==> config.mk <==
export PLATFORM = sky130hd
export DESIGN_NAME = cache_mem_arbiter_flat
export DESIGN_NICKNAME = d
export VERILOG_FILES = /design/src/rtl/cache_mem_arbiter_if.sv /design/src/rtl/cache_mem_arbiter.sv /design/src/flat_wrapper.sv
export SDC_FILE = /design/constraint.sdc
export NUM_CORES = 1
export LEC_CHECK = 0
export BUFFER_PORTS_ARGS = -buffer_cell sky130_fd_sc_hd__buf_2
export CAP_MARGIN = 20
export CORE_AREA = 10 10 640 642
export CTS_BUF_LIST = sky130_fd_sc_hd__clkbuf_4
export DETAILED_ROUTE_END_ITERATION = 10
export DIE_AREA = 0 0 650 652
export MAX_ROUTING_LAYER = met4
export SYNTH_ARGS = -nofsm -noshare
export SYNTH_HDL_FRONTEND = slang
export SYNTH_SLANG_ARGS = --single-unit
==> constraint.sdc <==
create_clock -name clk -period 2.05 [get_ports clk]
set_input_delay 0.1025 -clock clk [delete_from_list [all_inputs] [get_ports clk]]
set_output_delay 0.1025 -clock clk [all_outputs]
set_load 0.02 [all_outputs]
==> src/rtl/cache_mem_arbiter_if.sv <==
// -----------------------------------------------------------------------------
// cache_mem_arbiter_if
//
// Line-granular memory request bus shared by the cache-side ports and the
// memory-side port of cache_mem_arbiter. One request is presented on
// addr/read/write/wdata and held until the one-cycle resp pulse, which
// qualifies rdata.
//
// Signals:
//   addr   [31:0]   line address, bits [4:0] = 0
//   read            read request / strobe
//   write           write request / strobe
//   wdata  [255:0]  write line
//   rdata  [255:0]  returned line, valid with resp
//   resp            one-cycle completion pulse
//
// Modports:
//   master : issues requests (a cache, or the arbiter towards memory)
//   slave  : services requests (the arbiter towards a cache, or memory)
// -----------------------------------------------------------------------------
interface cache_mem_arbiter_if;
    logic [31:0]  addr;
    logic         read;
    logic         write;
    logic [255:0] wdata;
    logic [255:0] rdata;
    logic         resp;

    modport master (
        output addr, read, write, wdata,
        input  rdata, resp
    );

    modport slave (
        input  addr, read, write, wdata,
        output rdata, resp
    );
endinterface

==> src/rtl/cache_mem_arbiter.sv <==
// -----------------------------------------------------------------------------
// cache_mem_arbiter
//
// Shares one 256-bit line memory port between the instruction cache
// (read-only) and the data cache (read/write-back). A winning request is
// latched in IDLE and forwarded as a single memory transaction; the memory
// response is routed back to the requester in the same cycle. Only one
// transaction is outstanding. A one-cycle RECOVER state after each
// completion gives the served cache time to drop or renew its request, so a
// stale held request is never granted twice.
//
// Ports:
//   clk      system clock
//   rst      synchronous, active-high reset
//   icache   slave  : I-cache line reads (write/wdata are not used)
//   dcache   slave  : D-cache line reads and write-backs
//   mem      master : memory / burst adapter port
//
// Configuration macro:
//   CACHE_ARB_RR_EN  defined   -> round-robin between I and D under contention
//                    undefined -> fixed priority, D always beats I
//   Single-requester behaviour is identical in both builds.
//
// The mem strobes, address and write data come only from state and latched
// registers; icache/dcache resp is combinational from mem.resp and state.
// -----------------------------------------------------------------------------
module cache_mem_arbiter (
    input  logic                clk,
    input  logic                rst,
    cache_mem_arbiter_if.slave  icache,
    cache_mem_arbiter_if.slave  dcache,
    cache_mem_arbiter_if.master mem
);

    typedef enum logic [1:0] {
        IDLE    = 2'd0,
        SERVE_I = 2'd1,
        SERVE_D = 2'd2,
        RECOVER = 2'd3
    } state_t;

    state_t state;
    state_t state_next;

    // Transaction latched at grant time.
    logic [31:0]  lat_addr;
    logic [255:0] lat_wdata;
    logic         lat_write;

    logic i_pend;
    logic d_pend;
    logic prefer_d;
    logic grant_i;
    logic grant_d;

    logic mem_read_c;
    logic mem_write_c;
    logic i_resp_c;
    logic d_resp_c;

    assign i_pend = icache.read;
    assign d_pend = dcache.read | dcache.write;

`ifdef CACHE_ARB_RR_EN
    // Preference bit: 1 = D wins a tie. After every completed transaction
    // the preference moves to the side that was not just served. A reset
    // that abandons a transaction leaves it at its reset value.
    logic rr_prefer_d;

    always_ff @(posedge clk) begin
        if (rst) begin
            rr_prefer_d <= 1'b1;
        end else if (mem.resp) begin
            if (state == SERVE_I) begin
                rr_prefer_d <= 1'b1;
            end else if (state == SERVE_D) begin
                rr_prefer_d <= 1'b0;
            end
        end
    end

    assign prefer_d = rr_prefer_d;
`else
    assign prefer_d = 1'b1;
`endif

    // Grants are only acted on in IDLE; outside IDLE these are ignored.
    assign grant_d = d_pend & (~i_pend | prefer_d);
    assign grant_i = i_pend & ~grant_d;

    // -------------------------------------------------------------------------
    // State register
    // -------------------------------------------------------------------------
    // NOTE: sequential state uses non-blocking (<=) so every flop samples
    // the pre-edge values regardless of process evaluation order.
    always_ff @(posedge clk) begin
        if (rst) begin
            state <= IDLE;
        end else begin
            state <= state_next;
        end
    end

    // -------------------------------------------------------------------------
    // Next-state logic
    // -------------------------------------------------------------------------
    // NOTE: every variable written in an always_comb gets a default on entry,
    // so no path leaves it unassigned and no latch is inferred.
    always_comb begin
        state_next = state;
        case (state)
            IDLE: begin
                if (grant_d) begin
                    state_next = SERVE_D;
                end else if (grant_i) begin
                    state_next = SERVE_I;
                end
            end
            SERVE_I, SERVE_D: begin
                if (mem.resp) begin
                    state_next = RECOVER;
                end
            end
            RECOVER: begin
                state_next = IDLE;
            end
            default: begin
                state_next = IDLE;
            end
        endcase
    end

    // -------------------------------------------------------------------------
    // Transaction latch: captured once, in the IDLE cycle that grants.
    // Write wins when the D-cache raises read and write together.
    // -------------------------------------------------------------------------
    // NOTE: the wide data register is reset on purpose, so mem.wdata reads
    // zero after reset instead of leftover content from an abandoned
    // write-back.
    always_ff @(posedge clk) begin
        if (rst) begin
            lat_addr  <= '0;
            lat_wdata <= '0;
            lat_write <= 1'b0;
        end else if (state == IDLE) begin
            if (grant_d) begin
                lat_addr  <= dcache.addr;
                lat_wdata <= dcache.wdata;
                lat_write <= dcache.write;
            end else if (grant_i) begin
                lat_addr  <= icache.addr;
                lat_wdata <= '0;
                lat_write <= 1'b0;
            end
        end
    end

    // -------------------------------------------------------------------------
    // Output logic: strobes from state and the latched op only; resp pulses
    // follow mem.resp only in the matching SERVE state, so a stray mem.resp
    // in IDLE or RECOVER is dropped.
    // -------------------------------------------------------------------------
    always_comb begin
        mem_read_c  = 1'b0;
        mem_write_c = 1'b0;
        i_resp_c    = 1'b0;
        d_resp_c    = 1'b0;
        case (state)
            SERVE_I: begin
                mem_read_c = 1'b1;
                i_resp_c   = mem.resp;
            end
            SERVE_D: begin
                mem_read_c  = ~lat_write;
                mem_write_c = lat_write;
                d_resp_c    = mem.resp;
            end
            default: begin
            end
        endcase
    end

    assign mem.addr  = lat_addr;
    assign mem.wdata = lat_wdata;
    assign mem.read  = mem_read_c;
    assign mem.write = mem_write_c;

    // The memory read bus fans out to both caches; resp qualifies it.
    assign icache.rdata = mem.rdata;
    assign dcache.rdata = mem.rdata;
    assign icache.resp  = i_resp_c;
    assign dcache.resp  = d_resp_c;

endmodule
==> src/flat_wrapper.sv <==
// flat-port wrapper written by rule: the top's interface ports become plain ports
module cache_mem_arbiter_flat 
  (clk, rst, icache_addr, icache_read, icache_write, icache_wdata, icache_rdata, icache_resp, dcache_addr, dcache_read, dcache_write, dcache_wdata, dcache_rdata, dcache_resp, mem_addr, mem_read, mem_write, mem_wdata, mem_rdata, mem_resp);
  cache_mem_arbiter_if icache_i ();
  cache_mem_arbiter_if dcache_i ();
  cache_mem_arbiter_if mem_i ();
  input  logic clk;
  input  logic rst;
  input wire logic [$bits(icache_i.addr)-1:0] icache_addr;
  input wire logic [$bits(icache_i.read)-1:0] icache_read;
  input wire logic [$bits(icache_i.write)-1:0] icache_write;
  input wire logic [$bits(icache_i.wdata)-1:0] icache_wdata;
  output wire logic [$bits(icache_i.rdata)-1:0] icache_rdata;
  output wire logic [$bits(icache_i.resp)-1:0] icache_resp;
  input wire logic [$bits(dcache_i.addr)-1:0] dcache_addr;
  input wire logic [$bits(dcache_i.read)-1:0] dcache_read;
  input wire logic [$bits(dcache_i.write)-1:0] dcache_write;
  input wire logic [$bits(dcache_i.wdata)-1:0] dcache_wdata;
  output wire logic [$bits(dcache_i.rdata)-1:0] dcache_rdata;
  output wire logic [$bits(dcache_i.resp)-1:0] dcache_resp;
  output wire logic [$bits(mem_i.addr)-1:0] mem_addr;
  output wire logic [$bits(mem_i.read)-1:0] mem_read;
  output wire logic [$bits(mem_i.write)-1:0] mem_write;
  output wire logic [$bits(mem_i.wdata)-1:0] mem_wdata;
  input wire logic [$bits(mem_i.rdata)-1:0] mem_rdata;
  input wire logic [$bits(mem_i.resp)-1:0] mem_resp;
  assign icache_i.addr = icache_addr;
  assign icache_i.read = icache_read;
  assign icache_i.write = icache_write;
  assign icache_i.wdata = icache_wdata;
  assign icache_rdata = icache_i.rdata;
  assign icache_resp = icache_i.resp;
  assign dcache_i.addr = dcache_addr;
  assign dcache_i.read = dcache_read;
  assign dcache_i.write = dcache_write;
  assign dcache_i.wdata = dcache_wdata;
  assign dcache_rdata = dcache_i.rdata;
  assign dcache_resp = dcache_i.resp;
  assign mem_addr = mem_i.addr;
  assign mem_read = mem_i.read;
  assign mem_write = mem_i.write;
  assign mem_wdata = mem_i.wdata;
  assign mem_i.rdata = mem_rdata;
  assign mem_i.resp = mem_resp;
  cache_mem_arbiter u_core (.clk(clk), .rst(rst), .icache(icache_i), .dcache(dcache_i), .mem(mem_i));
endmodule
* Word-level counts from Yosys, hierarchy flattened
Cells that the tools add are included.
** Storage, ports and cells
- RAM bits :: 0
- Output and inout bits :: 804
- Latch bits :: 0
- Memories kept :: 0
- Memory bits (read-only) :: 0
- Register bits after elaboration :: 291
- Logic and storage cells :: 32
- Input bits :: 839
** Cells by class
- Order comparisons :: 0
- Multiplexer cells :: 14
- Bitwise operators :: 4
- Reductions and logical operators :: 5
- Multipliers :: 0
- Div/mod/pow operators :: 0
- Equality and inequality tests :: 5
- $add $sub $neg :: 0
- Shift operators :: 0
** Operators by type and width (number)
- two-way mux 256 bit :: 2
- two-way mux 32 bit :: 2
- two-way mux 2 bit :: 3
- case mux 2 bit (3 select lines) :: 1
- two-way mux 1 bit :: 5
- equality test 2 bit (second input constant) :: 2
- AND reduction 2 bit :: 2
- != test 3 x 1 -> 1 bit (second input constant) :: 1
- equality test 2 x 1 -> 1 bit (second input constant) :: 1
- logical NOT 2 bit :: 1
- != test 2 bit (second input constant) :: 1
- inverter 1 bit :: 2
- case mux 1 bit (2 select lines) :: 1
- nonzero test 2 bit :: 1
- OR reduction 2 bit :: 1
- bitwise AND 1 bit :: 1
- bitwise OR 1 bit :: 1

* Logic depth before layout (Yosys ltp)
- Depth after elaboration :: 6
- Gate-level depth with buffers :: 7
- Gate-level depth less buffers :: 5

* Least setup slack after synthesis
Ideal clock, no wire load.
- Path type :: register to register
- Start point :: register u_core.state[0]
- End point :: register u_core.state[1]
- Library setup time :: 0.101 ns
- Required time :: 1.949 ns
- Path slack :: 0.557 ns
- Data arrival time :: 1.392 ns
- Period minus slack after synthesis :: 1.493 ns
- Path buffers :: 0
- Stages on the path, launching flop included :: 6
- Cells stage by stage :: dfxtp_1 > inv_1 > ha_1 > or4b_4 > a211o_1 > o41ai_1
** Between the ends
- Cells in the longest elaborated chain, start to end :: 4
- Elaborated cells on any way between the ends :: 9
- Those cells by class :: eq/ne: 5; mux: 1; reduce/logical: 3
** RTL lines
- start, declared :: line cache_mem_arbiter.sv:42 : state_t state;
- start signal, assigned :: line cache_mem_arbiter.sv:100 : state <= state_next;
- equality test 2 x 1 -> 1 bit or equality test 2 bit (tied branches) :: line cache_mem_arbiter.sv:111 : case (state)
- OR reduction 2 bit :: line cache_mem_arbiter.sv:111
- != test 2 bit (no line)
- AND reduction 2 bit (no line)
Several ways; a longest one is shown, not always the timed one.
A chain may end at the register's enable or synchronous reset.

* Worst setup path in the final report
- Start point :: input port dcache_read
- End point :: register u_core.lat_addr[28] (netlist: u_core.mem.addr[28])
** Between the ends
- Cells in the longest elaborated chain, start to end :: 5
- Elaborated cells on any way between the ends :: 6
- Those cells by class :: mux: 1; bitwise: 3; reduce/logical: 2
** RTL lines
- start, declared :: line flat_wrapper.sv:16 : input wire logic [$bits(dcache_i.read)-1:0] dcache_read;
- bitwise OR 1 bit (*) :: line cache_mem_arbiter.sv:62 : assign d_pend = dcache.read | dcache.write;
- inverter 1 bit :: line cache_mem_arbiter.sv:89 : assign grant_i = i_pend & ~grant_d;
- bitwise AND 1 bit :: line cache_mem_arbiter.sv:89
- nonzero test 2 bit (no line)
- AND reduction 2 bit (no line)
- end signal, assigned :: line cache_mem_arbiter.sv:147 : lat_addr <= dcache.addr;
- end signal, assigned :: line cache_mem_arbiter.sv:151 : lat_addr <= icache.addr;
- end, declared :: line cache_mem_arbiter.sv:46 : logic [31:0] lat_addr;
Every way passes the cells marked *; elsewhere a longest branch is shown, timed or not.

==> flow_metrics.env <==
export IMPL_status="finished, violations left"
export IMPL_violations="setup timing"
export IMPL_finalSetupViolCount=5
export IMPL_fillers=46310
export IMPL_clockBufferDepth=3
export IMPL_dieWidth_um=650
export IMPL_relSlewSlack_pct=44.23
export IMPL_maxCapViolCount=0
export IMPL_seq_area_frac_synth_pct=43.44
export IMPL_grt_pass1_wl_mm=302.3
export IMPL_setup_tns_ns=-0.4066
export IMPL_core_rowCount=232
export IMPL_max_vdd_ir_drop_uv=496.5
export IMPL_viasPerCell=1.986
export IMPL_portBuffers=617
export IMPL_fin_crit_sh_pct=106.8
export IMPL_grt_max_degree=66
export IMPL_setup_ws_ns=-0.1387
export IMPL_max_freq_ghz=0.4569
export IMPL_fin_crit_ns=2.189
export IMPL_yosys_warnings=0
export IMPL_antenna_left=0
export IMPL_cp_start_kind="input port"
export IMPL_grt_pass1_vias=14860
export IMPL_yosysMostFrequentCell="buf_4"
export IMPL_synth_net_count=2137
export IMPL_antenna_found_initial=210
export IMPL_synth_top_area_share_pct=43.44
export IMPL_hp_class="input port to flip-flop"
export IMPL_grt_usage_pct=12.46
export IMPL_hpwl_mm=247.4
export IMPL_synthFlopType="dfxtp_1"
export IMPL_vias=14950
export IMPL_synth_avg_cell_area_um2=10.36
export IMPL_cts_clk_slew_worst_paths_ns=0.08
export IMPL_synth_area_top_cells="dfxtp_1 43%, buf_4 29%, a22o_1 17%"
export IMPL_initial_core_util_pct=3.374
export IMPL_syn_to_final_growth_pct=106.9
export IMPL_drtPass1Iterations=6
export IMPL_coreArea_um2=397400
export IMPL_fin_nets=2987
export IMPL_p_leak_nw=10.09
export IMPL_initialDrtViolationCount=1145
export IMPL_clkSinkCount=291
export IMPL_route_detailed_drc=0
export IMPL_wl_mm=269.7
export IMPL_clk_latency_ns=1.04
export IMPL_yosysUniqueCellTypes=26
export IMPL_htreeDepth=3
export IMPL_place_ws_ns=0.1423
export IMPL_timing_final_max_slew_violations=0
export IMPL_p_total_mw=29.26
export IMPL_worst_path_max_fanout=31
export IMPL_postSynth_asyncResetShare_pct=0
export IMPL_cts_tree="done"
export IMPL_synth_edf_count=0
export IMPL_place_congestion=0.7129
export IMPL_ioPinCount=1643
export IMPL_dpl_cell_count=6606
export IMPL_cp_required_ns=3.07
export IMPL_worstPathArrival_ns=3.21
export IMPL_endpoint_kind="flip-flop"
export IMPL_fin_area_um2=27740
export IMPL_numCtsBuffers=85
export IMPL_whs_ns=0.09097
export IMPL_syn_inst=1294
export IMPL_ys_ff_latch=291
export IMPL_wl_per_cell_um=35.84
export IMPL_finalHoldViolCount=0
export IMPL_finalNonFillerCells=7525
export IMPL_skew_ns=0.1178
export IMPL_postPlaceCellArea_um2=18950
export IMPL_synth_top_area_cell="dfxtp_1"
export IMPL_synth_area_um2=13410
export IMPL_synthTopCellsByCount="514 x buf_4, 291 x dfxtp_1, 256 x a22o_1"
export IMPL_path_class="input port to flip-flop"
export IMPL_layout_drive_gt1_share_pct=36.04
export IMPL_grt_overflow=0
export IMPL_p_per_area_nw_per_um2=1055
export IMPL_cts_root_buffer="clkbuf_4"
export IMPL_utilization_pct=6.981
export IMPL_rsz0062_at_grt="true"
export IMPL_die_area_um2=423800
export IMPL_worst_pin_slew_ns=0.8278
export IMPL_fp_dieH_um=652
==> sequential cells by signal, summed over array words and instances (netlist names) <==
name	flops
u_core.mem.wdata	256
u_core.mem.addr	32
u_core.lat_write	1
u_core.state	2
==> where the power goes <==
part	switching, mW	internal (mW)	total [mW]
logic	10.6	4.52	15.1
registers	1.03	7.26	8.29
clock network	3.18	2.69	5.88
total	14.8	14.5	29.3
==> area by class of cell <==
class	count	area (um2)	share of cell area, %
Multi-Input combinational cell	410	3207	11.56
Antenna cell	57	142.6	0.5141
Clock buffer	111	833.3	3.004
Tap cell	5265	6588	23.75
Timing Repair Buffer	1353	10910	39.31
Clock inverter	35	209.0	0.7532
Sequential cell	291	5842	21.06
Inverter	3	16.27	0.05863
==> routing by layer <==
metal | part of all wire (%) | vias up | track usage [%]
met1 | 26 | 6342 | 8.953
met2 | 43 | 1982 | 19.11
li1 | - | 5864 | -
met5 | 0 | - | -
met4 | 4.4 | 0 | 3.815
met3 | 27 | 757 | 14.94
==> worst max-delay path, stage by stage <==
cell and delay, ns:
dlygate4sd3_1 0.53, buf_2 0.35, buf_4 0.42, o21ai_0 0.23
dlygate4sd3_1 0.65, a311oi_1 0.30, dlygate4sd3_1 0.62
==> repair_timing <==
| item | in CTS | in global routing |
|---|---|---|
| hold endpoints to repair | 291 | 0 |
| resized for setup | 137 | 8 |
| setup buffers | 3 | 4 |
| setup endpoints to repair | 95 | 10 |
| pin swaps | 3 | 3 |
| gates cloned | 0 | 2 |
| hold buffers | 708 | 0 |
==> placed cells by master (no fill, tap or decap), drive strengths merged, types with 4 or more instances in the layout <==
cell / n
a22o: 256
a311oi: 33
buf: 644
clkbuf: 113
clkinv: 30
dfxtp: 291
diode: 57
dlygate4sd3: 706
ha: 4
inv: 7
nand2: 33
nor2: 36
o21ai: 33
==> logic make-up after synthesis <==
family                     after synthesis  share of synthesized area [%]
and+or+nand+nor                         77                          2.557
buffers and inverters                  593                          33.07
AOI/OAI and AO/OA                      329                          20.56
adders and majority gates                4                         0.3733
DFF                                    291                          43.45
==> final timing paths <==
path	startpoint	to	slack, ns	cells after the start
worst min-delay path	dcache_wdata[97]	u_core.mem.wdata[97]$_SDFFE_PP0P_	0.09	3
worst min register to register	u_core.mem.wdata[170]$_SDFFE_PP0P_	u_core.mem.wdata[170]$_SDFFE_PP0P_	0.47	1
worst max register to register	u_core.state[1]$_SDFFE_PP0P_	u_core.mem.wdata[52]$_SDFFE_PP0P_	0.06	8
worst max-delay path	dcache_read	u_core.mem.addr[28]$_SDFFE_PP0P_	-0.14	7
Power figures use the tool's default switching activity.
